[src/rtl/bus_req_queue_if.sv]
// Client request/response and bus_controller work-unit signals
// bundled for bus_req_queue; slave = queue side, master = client/bus side.
interface bus_req_queue_if #(
   parameter int AW    = 16,
   parameter int DW    = 128,
   parameter int DEPTH = 4
);
   localparam int CW = $clog2(DEPTH) + 1;

   logic          req_v;
   logic          req_wr;
   logic [AW-1:0] req_a;
   logic [DW-1:0] req_wdata;
   logic          req_rdy;

   logic          mod_en;
   logic          mod_wr;
   logic [AW-1:0] mod_a;
   logic [DW-1:0] mod_write_data;
   logic [DW-1:0] mod_read_data;
   logic          mod_r;

   logic          resp_v;
   logic          resp_wr;
   logic [AW-1:0] resp_a;
   logic [DW-1:0] resp_rdata;
   logic          resp_err;

   logic [CW-1:0] count;

   modport slave (
      input  req_v, req_wr, req_a, req_wdata,
      input  mod_read_data, mod_r,
      output req_rdy,
      output mod_en, mod_wr, mod_a, mod_write_data,
      output resp_v, resp_wr, resp_a, resp_rdata, resp_err,
      output count
   );

   modport master (
      output req_v, req_wr, req_a, req_wdata,
      output mod_read_data, mod_r,
      input  req_rdy,
      input  mod_en, mod_wr, mod_a, mod_write_data,
      input  resp_v, resp_wr, resp_a, resp_rdata, resp_err,
      input  count
   );
endinterface

[src/rtl/bus_req_queue.sv]
// In-order line request queue in front of bus_controller, one transaction
// outstanding. Optional WAIT timeout abort: define BUS_REQ_QUEUE_TIMEOUT_EN.
module bus_req_queue #(
   parameter int DEPTH   = 4,
   parameter int AW      = 16,
   parameter int DW      = 128,
   parameter int TIMEOUT = 255
) (
   input logic           bus_clk,
   input logic           rst,
   bus_req_queue_if.slave bus
);
   localparam int PW = $clog2(DEPTH);
   localparam int CW = PW + 1;

   if (DEPTH < 2 || DEPTH > 16 || (DEPTH & (DEPTH - 1)) != 0 ||
       TIMEOUT < 1 || TIMEOUT > 255) begin : g_bad_param
      $error("bus_req_queue: unsupported DEPTH or TIMEOUT");
   end

   typedef enum logic [3:0] {
      IDLE  = 4'b0001,
      ISSUE = 4'b0010,
      WAIT  = 4'b0100,
      RESP  = 4'b1000
   } state_t;

   state_t state, state_nx;

   logic          mem_wr [DEPTH];
   logic [AW-1:0] mem_a  [DEPTH];
   logic [DW-1:0] mem_d  [DEPTH];

   logic [PW-1:0] wr_ptr, rd_ptr;
   logic [CW-1:0] count;
   logic          push, pop, done, expire;

   assign bus.req_rdy = (count != CW'(DEPTH));
   assign bus.count   = count;
   assign push        = bus.req_v & bus.req_rdy;
   assign done        = (state == WAIT) & bus.mod_r;
   assign pop         = done | expire;

   // head entry is presented to the bus straight from storage
   assign bus.mod_wr         = mem_wr[rd_ptr];
   assign bus.mod_a          = mem_a[rd_ptr];
   assign bus.mod_write_data = mem_d[rd_ptr];
   assign bus.resp_v         = (state == RESP);

`ifdef BUS_REQ_QUEUE_TIMEOUT_EN
   localparam logic [7:0] WAIT_LAST = 8'(TIMEOUT - 1);
   logic [7:0] wait_cnt;

   assign expire = (state == WAIT) & ~bus.mod_r & (wait_cnt == WAIT_LAST);

   // count WAIT cycles; held at zero outside WAIT so each entry starts fresh
   always_ff @(posedge bus_clk or posedge rst) begin
      if (rst)
         wait_cnt <= '0;
      else if (state != WAIT)
         wait_cnt <= '0;
      else
         wait_cnt <= wait_cnt + 8'd1;
   end
`else
   assign expire = 1'b0;
`endif

   // entry storage: written at the tail only, so the head never moves under a push
   always_ff @(posedge bus_clk) begin
      if (push) begin
         mem_wr[wr_ptr] <= bus.req_wr;
         mem_a[wr_ptr]  <= bus.req_a;
         mem_d[wr_ptr]  <= bus.req_wdata;
      end
   end

   // circular pointers and occupancy (head counted until it completes)
   always_ff @(posedge bus_clk or posedge rst) begin
      if (rst) begin
         wr_ptr <= '0;
         rd_ptr <= '0;
         count  <= '0;
      end else begin
         if (push)
            wr_ptr <= wr_ptr + 1'b1;
         if (pop)
            rd_ptr <= rd_ptr + 1'b1;
         unique case ({push, pop})
            2'b10:   count <= count + 1'b1;
            2'b01:   count <= count - 1'b1;
            default: count <= count;
         endcase
      end
   end

   // transaction state register
   always_ff @(posedge bus_clk or posedge rst) begin
      if (rst)
         state <= IDLE;
      else
         state <= state_nx;
   end

   // next state and bus request; EN drops combinationally on the done pulse
   always_comb begin
      state_nx   = state;
      bus.mod_en = 1'b0;
      unique case (state)
         IDLE: begin
            if (count != '0)
               state_nx = ISSUE;
         end
         ISSUE: begin
            bus.mod_en = 1'b1;
            state_nx   = WAIT;
         end
         WAIT: begin
            bus.mod_en = ~bus.mod_r & ~expire;
            if (pop)
               state_nx = RESP;
         end
         RESP: begin
            state_nx = (count != '0) ? ISSUE : IDLE;
         end
         default: state_nx = IDLE;
      endcase
   end

   // capture the completed head into the response registers
   always_ff @(posedge bus_clk or posedge rst) begin
      if (rst) begin
         bus.resp_wr    <= 1'b0;
         bus.resp_a     <= '0;
         bus.resp_rdata <= '0;
         bus.resp_err   <= 1'b0;
      end else if (pop) begin
         bus.resp_wr    <= mem_wr[rd_ptr];
         bus.resp_a     <= mem_a[rd_ptr];
         bus.resp_rdata <= (done & ~mem_wr[rd_ptr]) ? bus.mod_read_data : '0;
         bus.resp_err   <= ~done;
      end
   end
endmodule

[src/flat_wrapper.sv]
// flat-port wrapper written by rule: the top's interface ports become plain ports
module bus_req_queue_flat 
#(
   parameter int DEPTH   = 4,
   parameter int AW      = 16,
   parameter int DW      = 128,
   parameter int TIMEOUT = 255
)
  (bus_clk, rst, bus_req_v, bus_req_wr, bus_req_a, bus_req_wdata, bus_mod_read_data, bus_mod_r, bus_req_rdy, bus_mod_en, bus_mod_wr, bus_mod_a, bus_mod_write_data, bus_resp_v, bus_resp_wr, bus_resp_a, bus_resp_rdata, bus_resp_err, bus_count);
  bus_req_queue_if #(.AW(AW), .DW(DW), .DEPTH(DEPTH)) bus_i ();
  input logic bus_clk;
  input logic rst;
  input wire logic [$bits(bus_i.req_v)-1:0] bus_req_v;
  input wire logic [$bits(bus_i.req_wr)-1:0] bus_req_wr;
  input wire logic [$bits(bus_i.req_a)-1:0] bus_req_a;
  input wire logic [$bits(bus_i.req_wdata)-1:0] bus_req_wdata;
  input wire logic [$bits(bus_i.mod_read_data)-1:0] bus_mod_read_data;
  input wire logic [$bits(bus_i.mod_r)-1:0] bus_mod_r;
  output wire logic [$bits(bus_i.req_rdy)-1:0] bus_req_rdy;
  output wire logic [$bits(bus_i.mod_en)-1:0] bus_mod_en;
  output wire logic [$bits(bus_i.mod_wr)-1:0] bus_mod_wr;
  output wire logic [$bits(bus_i.mod_a)-1:0] bus_mod_a;
  output wire logic [$bits(bus_i.mod_write_data)-1:0] bus_mod_write_data;
  output wire logic [$bits(bus_i.resp_v)-1:0] bus_resp_v;
  output wire logic [$bits(bus_i.resp_wr)-1:0] bus_resp_wr;
  output wire logic [$bits(bus_i.resp_a)-1:0] bus_resp_a;
  output wire logic [$bits(bus_i.resp_rdata)-1:0] bus_resp_rdata;
  output wire logic [$bits(bus_i.resp_err)-1:0] bus_resp_err;
  output wire logic [$bits(bus_i.count)-1:0] bus_count;
  assign bus_i.req_v = bus_req_v;
  assign bus_i.req_wr = bus_req_wr;
  assign bus_i.req_a = bus_req_a;
  assign bus_i.req_wdata = bus_req_wdata;
  assign bus_i.mod_read_data = bus_mod_read_data;
  assign bus_i.mod_r = bus_mod_r;
  assign bus_req_rdy = bus_i.req_rdy;
  assign bus_mod_en = bus_i.mod_en;
  assign bus_mod_wr = bus_i.mod_wr;
  assign bus_mod_a = bus_i.mod_a;
  assign bus_mod_write_data = bus_i.mod_write_data;
  assign bus_resp_v = bus_i.resp_v;
  assign bus_resp_wr = bus_i.resp_wr;
  assign bus_resp_a = bus_i.resp_a;
  assign bus_resp_rdata = bus_i.resp_rdata;
  assign bus_resp_err = bus_i.resp_err;
  assign bus_count = bus_i.count;
  bus_req_queue #(.DEPTH(DEPTH), .AW(AW), .DW(DW), .TIMEOUT(TIMEOUT)) u_core (.bus_clk(bus_clk), .rst(rst), .bus(bus_i));
endmodule
[config.mk]
export PLATFORM = sky130hd
export DESIGN_NAME = bus_req_queue_flat
export DESIGN_NICKNAME = d
export VERILOG_FILES = /design/src/rtl/bus_req_queue_if.sv /design/src/rtl/bus_req_queue.sv /design/src/flat_wrapper.sv
export SDC_FILE = /design/constraint.sdc
export NUM_CORES = 1
export LEC_CHECK = 0
export CAP_MARGIN = 20
export CORE_UTILIZATION = 40
export CTS_BUF_LIST = sky130_fd_sc_hd__clkbuf_4
export DETAILED_ROUTE_END_ITERATION = 8
export GPL_TIMING_DRIVEN = 0
export HOLD_SLACK_MARGIN = 0.03
export PLACE_DENSITY = 0.69
export SLEW_MARGIN = 20
export SYNTH_ARGS = -nofsm -noshare
export SYNTH_HDL_FRONTEND = slang
export SYNTH_SLANG_ARGS = --single-unit
[constraint.sdc]
create_clock -name bus_clk -period 11.1 [get_ports bus_clk]
set_clock_uncertainty 0.1 [all_clocks]
set_input_delay 2.22 -clock bus_clk [delete_from_list [all_inputs] [get_ports bus_clk]]
set_output_delay 2.22 -clock bus_clk [all_outputs]
set_load 0.005 [all_outputs]
==> results.sh <==
export IMPL_status="complete, no violations"
export IMPL_port_buffers=573
export IMPL_cp_required_ps=8780
export IMPL_die_h_um=262
export IMPL_cts_reportedPaths_clkPinSlew_ps=60
export IMPL_dp_hpwl_um=52900
export IMPL_postSynthAreaPerCell_um2=18.7
export IMPL_leakage_nw=13.0
export IMPL_p_switching_mw=2.84
export IMPL_synth_seq_area_share_pct=78.7
export IMPL_finalHoldViolations=0
export IMPL_std_cell_rows=95
export IMPL_grt_max_degree=84
export IMPL_grt_pass1_wl_um=110000
export IMPL_p_per_area_mw_per_mm2=257
export IMPL_fillCellCount=5330
export IMPL_synth_area_mm2=0.0271
export IMPL_comb_power_share_pct=34.1
export IMPL_slew_limit_headroom_pct=41.3
export IMPL_final_nets=2507
export IMPL_tightest_slew_ps=881
export IMPL_fmax_ghz=0.163
export IMPL_antenna_found_initial=18
export IMPL_drt_pre_antenna_iters=6
export IMPL_cts_tree="built"
export IMPL_power_share_sequential_pct=41.2
export IMPL_die_area_mm2=0.0689
export IMPL_drive_above_1_share_pct=21.2
export IMPL_layout_commonest_cell="edfxtp_1"
export IMPL_cpPeakStageDelay_ps=650
export IMPL_cpMaxStageDelayCell="clkdlybuf4s50_1"
export IMPL_post_synth_num_cell_types=35
export IMPL_die_w_um=262
export IMPL_fin_area_mm2=0.0369
export IMPL_yosysWarnings=0
export IMPL_ir_worst_vdd_mv=0.154
export IMPL_grt_overflow_total=0
export IMPL_cp_end_kind="output port"
export IMPL_wirelength_um=74300
export IMPL_fin_crit_ps=6130
export IMPL_grt_pass1_vias=17500
export IMPL_crit_chain="clkdlybuf4s50_1, nor3_1, a21oi_1, nor3_1, clkdlybuf4s50_1"
export IMPL_hp_class="reg -> reg"
export IMPL_cp_start_kind="input port"
export IMPL_avgViaCountPerCell=4.99
export IMPL_max_cap_viol_count=0
export IMPL_crit_family="buffers and inverters"
export IMPL_slew_viol_final=0
export IMPL_drc_errors=0
export IMPL_ctsResizeCount=0
export IMPL_stdcell_count=3254
export IMPL_setup_viol_count_final=0
export IMPL_post_drt_wl_per_cell_um=22.8
export IMPL_post_dp_cell_area_mm2=0.0343
export IMPL_cts_path_max_buffers=3
export IMPL_gp_congestion=0.962
export IMPL_final_cell_mix="edfxtp_1 (580), clkdlybuf4s50_1 (573), nand2_1 (310)"
export IMPL_antenna_left=0
export IMPL_placed_cells=2907
export IMPL_io_pins=574
export IMPL_hold_buffers=0
export IMPL_cts_made_buffers=189
export IMPL_htree_levels=4
export IMPL_setup_tns_final_ps=0
export IMPL_grt_setup_unrepaired="false"
export IMPL_crit_path_max_fanout=3
export IMPL_netSwitchingFraction_pct=29.9
export IMPL_finalPower_mw=9.48
export IMPL_initial_core_util_pct=40.4
export IMPL_area_growth_pct=35.8
export IMPL_criticalPathCategory="in -> out"
export IMPL_critPathArrivalTime_ps=3810
export IMPL_vias=16200
export IMPL_critPathBufInv=2
export IMPL_post_cts_setup_buffers=0
export IMPL_drt_iter0_markers=1008
export IMPL_min_period_over_period_pct=55.2
export IMPL_ys_ff_latch=737
export IMPL_clock_latency_ps=960
export IMPL_syn_num_nets=1730
export IMPL_netlist_instances=1448
export IMPL_cts_num_sinks=737
export IMPL_grtUsageTotal_pct=21.9
export IMPL_core_mm2=0.0672
export IMPL_cellInternalPower_mw=6.64
export IMPL_cts_root_buffer="clkbuf_4"
export IMPL_p_clk_share_pct=24.6
==> power by group through the flow <==
stage          registers, mW  logic [mW]  clock network (mW)
2_1_floorplan           3.94        1.33                   0
3_3_place_gp            3.99        3.18                   0
3_5_place_dp            3.96        3.29                   0
4_1_cts                 3.91        3.31                2.42
5_1_grt                 3.96        3.46                2.54
6_report                3.91        3.23                2.34
==> cells by family after synthesis <==
kind of cell | after synthesis | share of synthesized area [%]
buf+inv | 86 | 1.43
flops | 737 | 78.7
mux | 147 | 12.1
compound gates | 133 | 2.47
simple gates | 333 | 4.82
fa+ha+maj | 5 | 0.258
xor+xnor | 7 | 0.254
==> layer usage <==
layer  share of wire [%]  global-route usage (%)  vias to the layer above
met2                  50                    36.1                      704
li1                    -                       -                     7245
met5                0.16                       0                        -
met1                  35                    23.2                     8095
met4                 5.2                    13.2                       20
met3                 9.7                    9.39                      172
==> Yosys cell counts <==
master,count,area share (%)
a21oi_1,2,0.037
and2_1,1,0.023
and2_4,1,0.032
and3_1,1,0.023
and3_2,4,0.11
buf_1,3,0.041
buf_2,28,0.52
buf_4,4,0.11
buf_6,2,0.083
clkbuf_1,44,0.61
dfrtp_1,156,14
dfstp_2,1,0.097
edfxtp_1,580,64
fa_1,1,0.074
ha_1,4,0.18
inv_1,4,0.055
inv_2,1,0.014
mux2_2,2,0.083
mux4_2,145,12
nand2_1,310,4.3
nand3_1,2,0.037
nand3_2,1,0.037
nor2_1,4,0.055
nor2b_1,1,0.023
nor3_1,4,0.074
nor4_1,1,0.023
o21ai_0,111,2.0
o21ai_1,19,0.35
o32a_1,1,0.037
or2b_1,1,0.028
or3b_1,1,0.032
or4b_2,1,0.037
xnor2_1,5,0.16
xnor2_2,1,0.060
xor2_1,1,0.032
==> worst reg2reg max path: cells and delay by family, from the launching register on <==
| kind | cells | cell delay (ps) |
|---|---|---|
| buffers and inverters | 3 | 1170 |
| AND/OR/NAND/NOR | 4 | 730 |
| adder cells (fa/ha/maj) | 1 | 410 |
| flip-flops | 1 | 320 |
| AO/OA/AOI/OAI | 1 | 290 |
| XOR/XNOR | 1 | 120 |
==> flip-flops by register name (all words and copies together), names as in the netlist <==
| signal | cells |
|---|---|
| u_core.bus.resp_err | 1 |
| u_core.mem_wr | 4 |
| u_core.rd_ptr | 2 |
| u_core.state | 4 |
| u_core.mem_d | 512 |
| u_core.wr_ptr | 2 |
| u_core.mem_a | 64 |
| u_core.bus.count | 3 |
| u_core.bus.resp_wr | 1 |
| u_core.bus.resp_a | 16 |
| u_core.bus.resp_rdata | 128 |
==> layout make-up <==
class | instances | area (µm²) | share of cell area [%]
buffer | 81 | 369 | 1.00
multi-input combinational | 625 | 5420 | 14.7
sequential | 737 | 21300 | 57.9
timing repair buffer | 586 | 6090 | 16.5
clock buffer | 283 | 2120 | 5.76
tap | 873 | 1090 | 2.96
antenna | 6 | 15.0 | 0.0407
inverter | 5 | 26.3 | 0.0713
clock inverter | 58 | 368 | 0.998
==> metrics by stage <==
stage	util, %	hold WS (ps)	worst slack [ps]
2_1_floorplan	-	370	4550
3_3_place_gp	50.6	361	2430
3_5_place_dp	51.1	369	4990
4_1_cts	54.9	383	4810
5_1_grt	54.9	406	4820
6_report	54.9	378	4970
==> final timing paths <==
path | from | end | slack (ps) | cells after the start
setup reg to reg | u_core.state[3] | u_core.bus.count[2] | 7900 | 10
min in group asynchronous | rst | u_core.bus.resp_a[6] | 1600 | 2
hold / removal | u_core.bus.resp_rdata[107] | u_core.bus.resp_rdata[107] | 380 | 2
hold reg to reg | u_core.bus.resp_rdata[107] | u_core.bus.resp_rdata[107] | 380 | 2
max in group asynchronous | rst | u_core.rd_ptr[0] | 8400 | 3
setup / recovery | bus_mod_r | bus_mod_en | 4970 | 5
No activity file was read; power rests on OpenSTA's default activity.
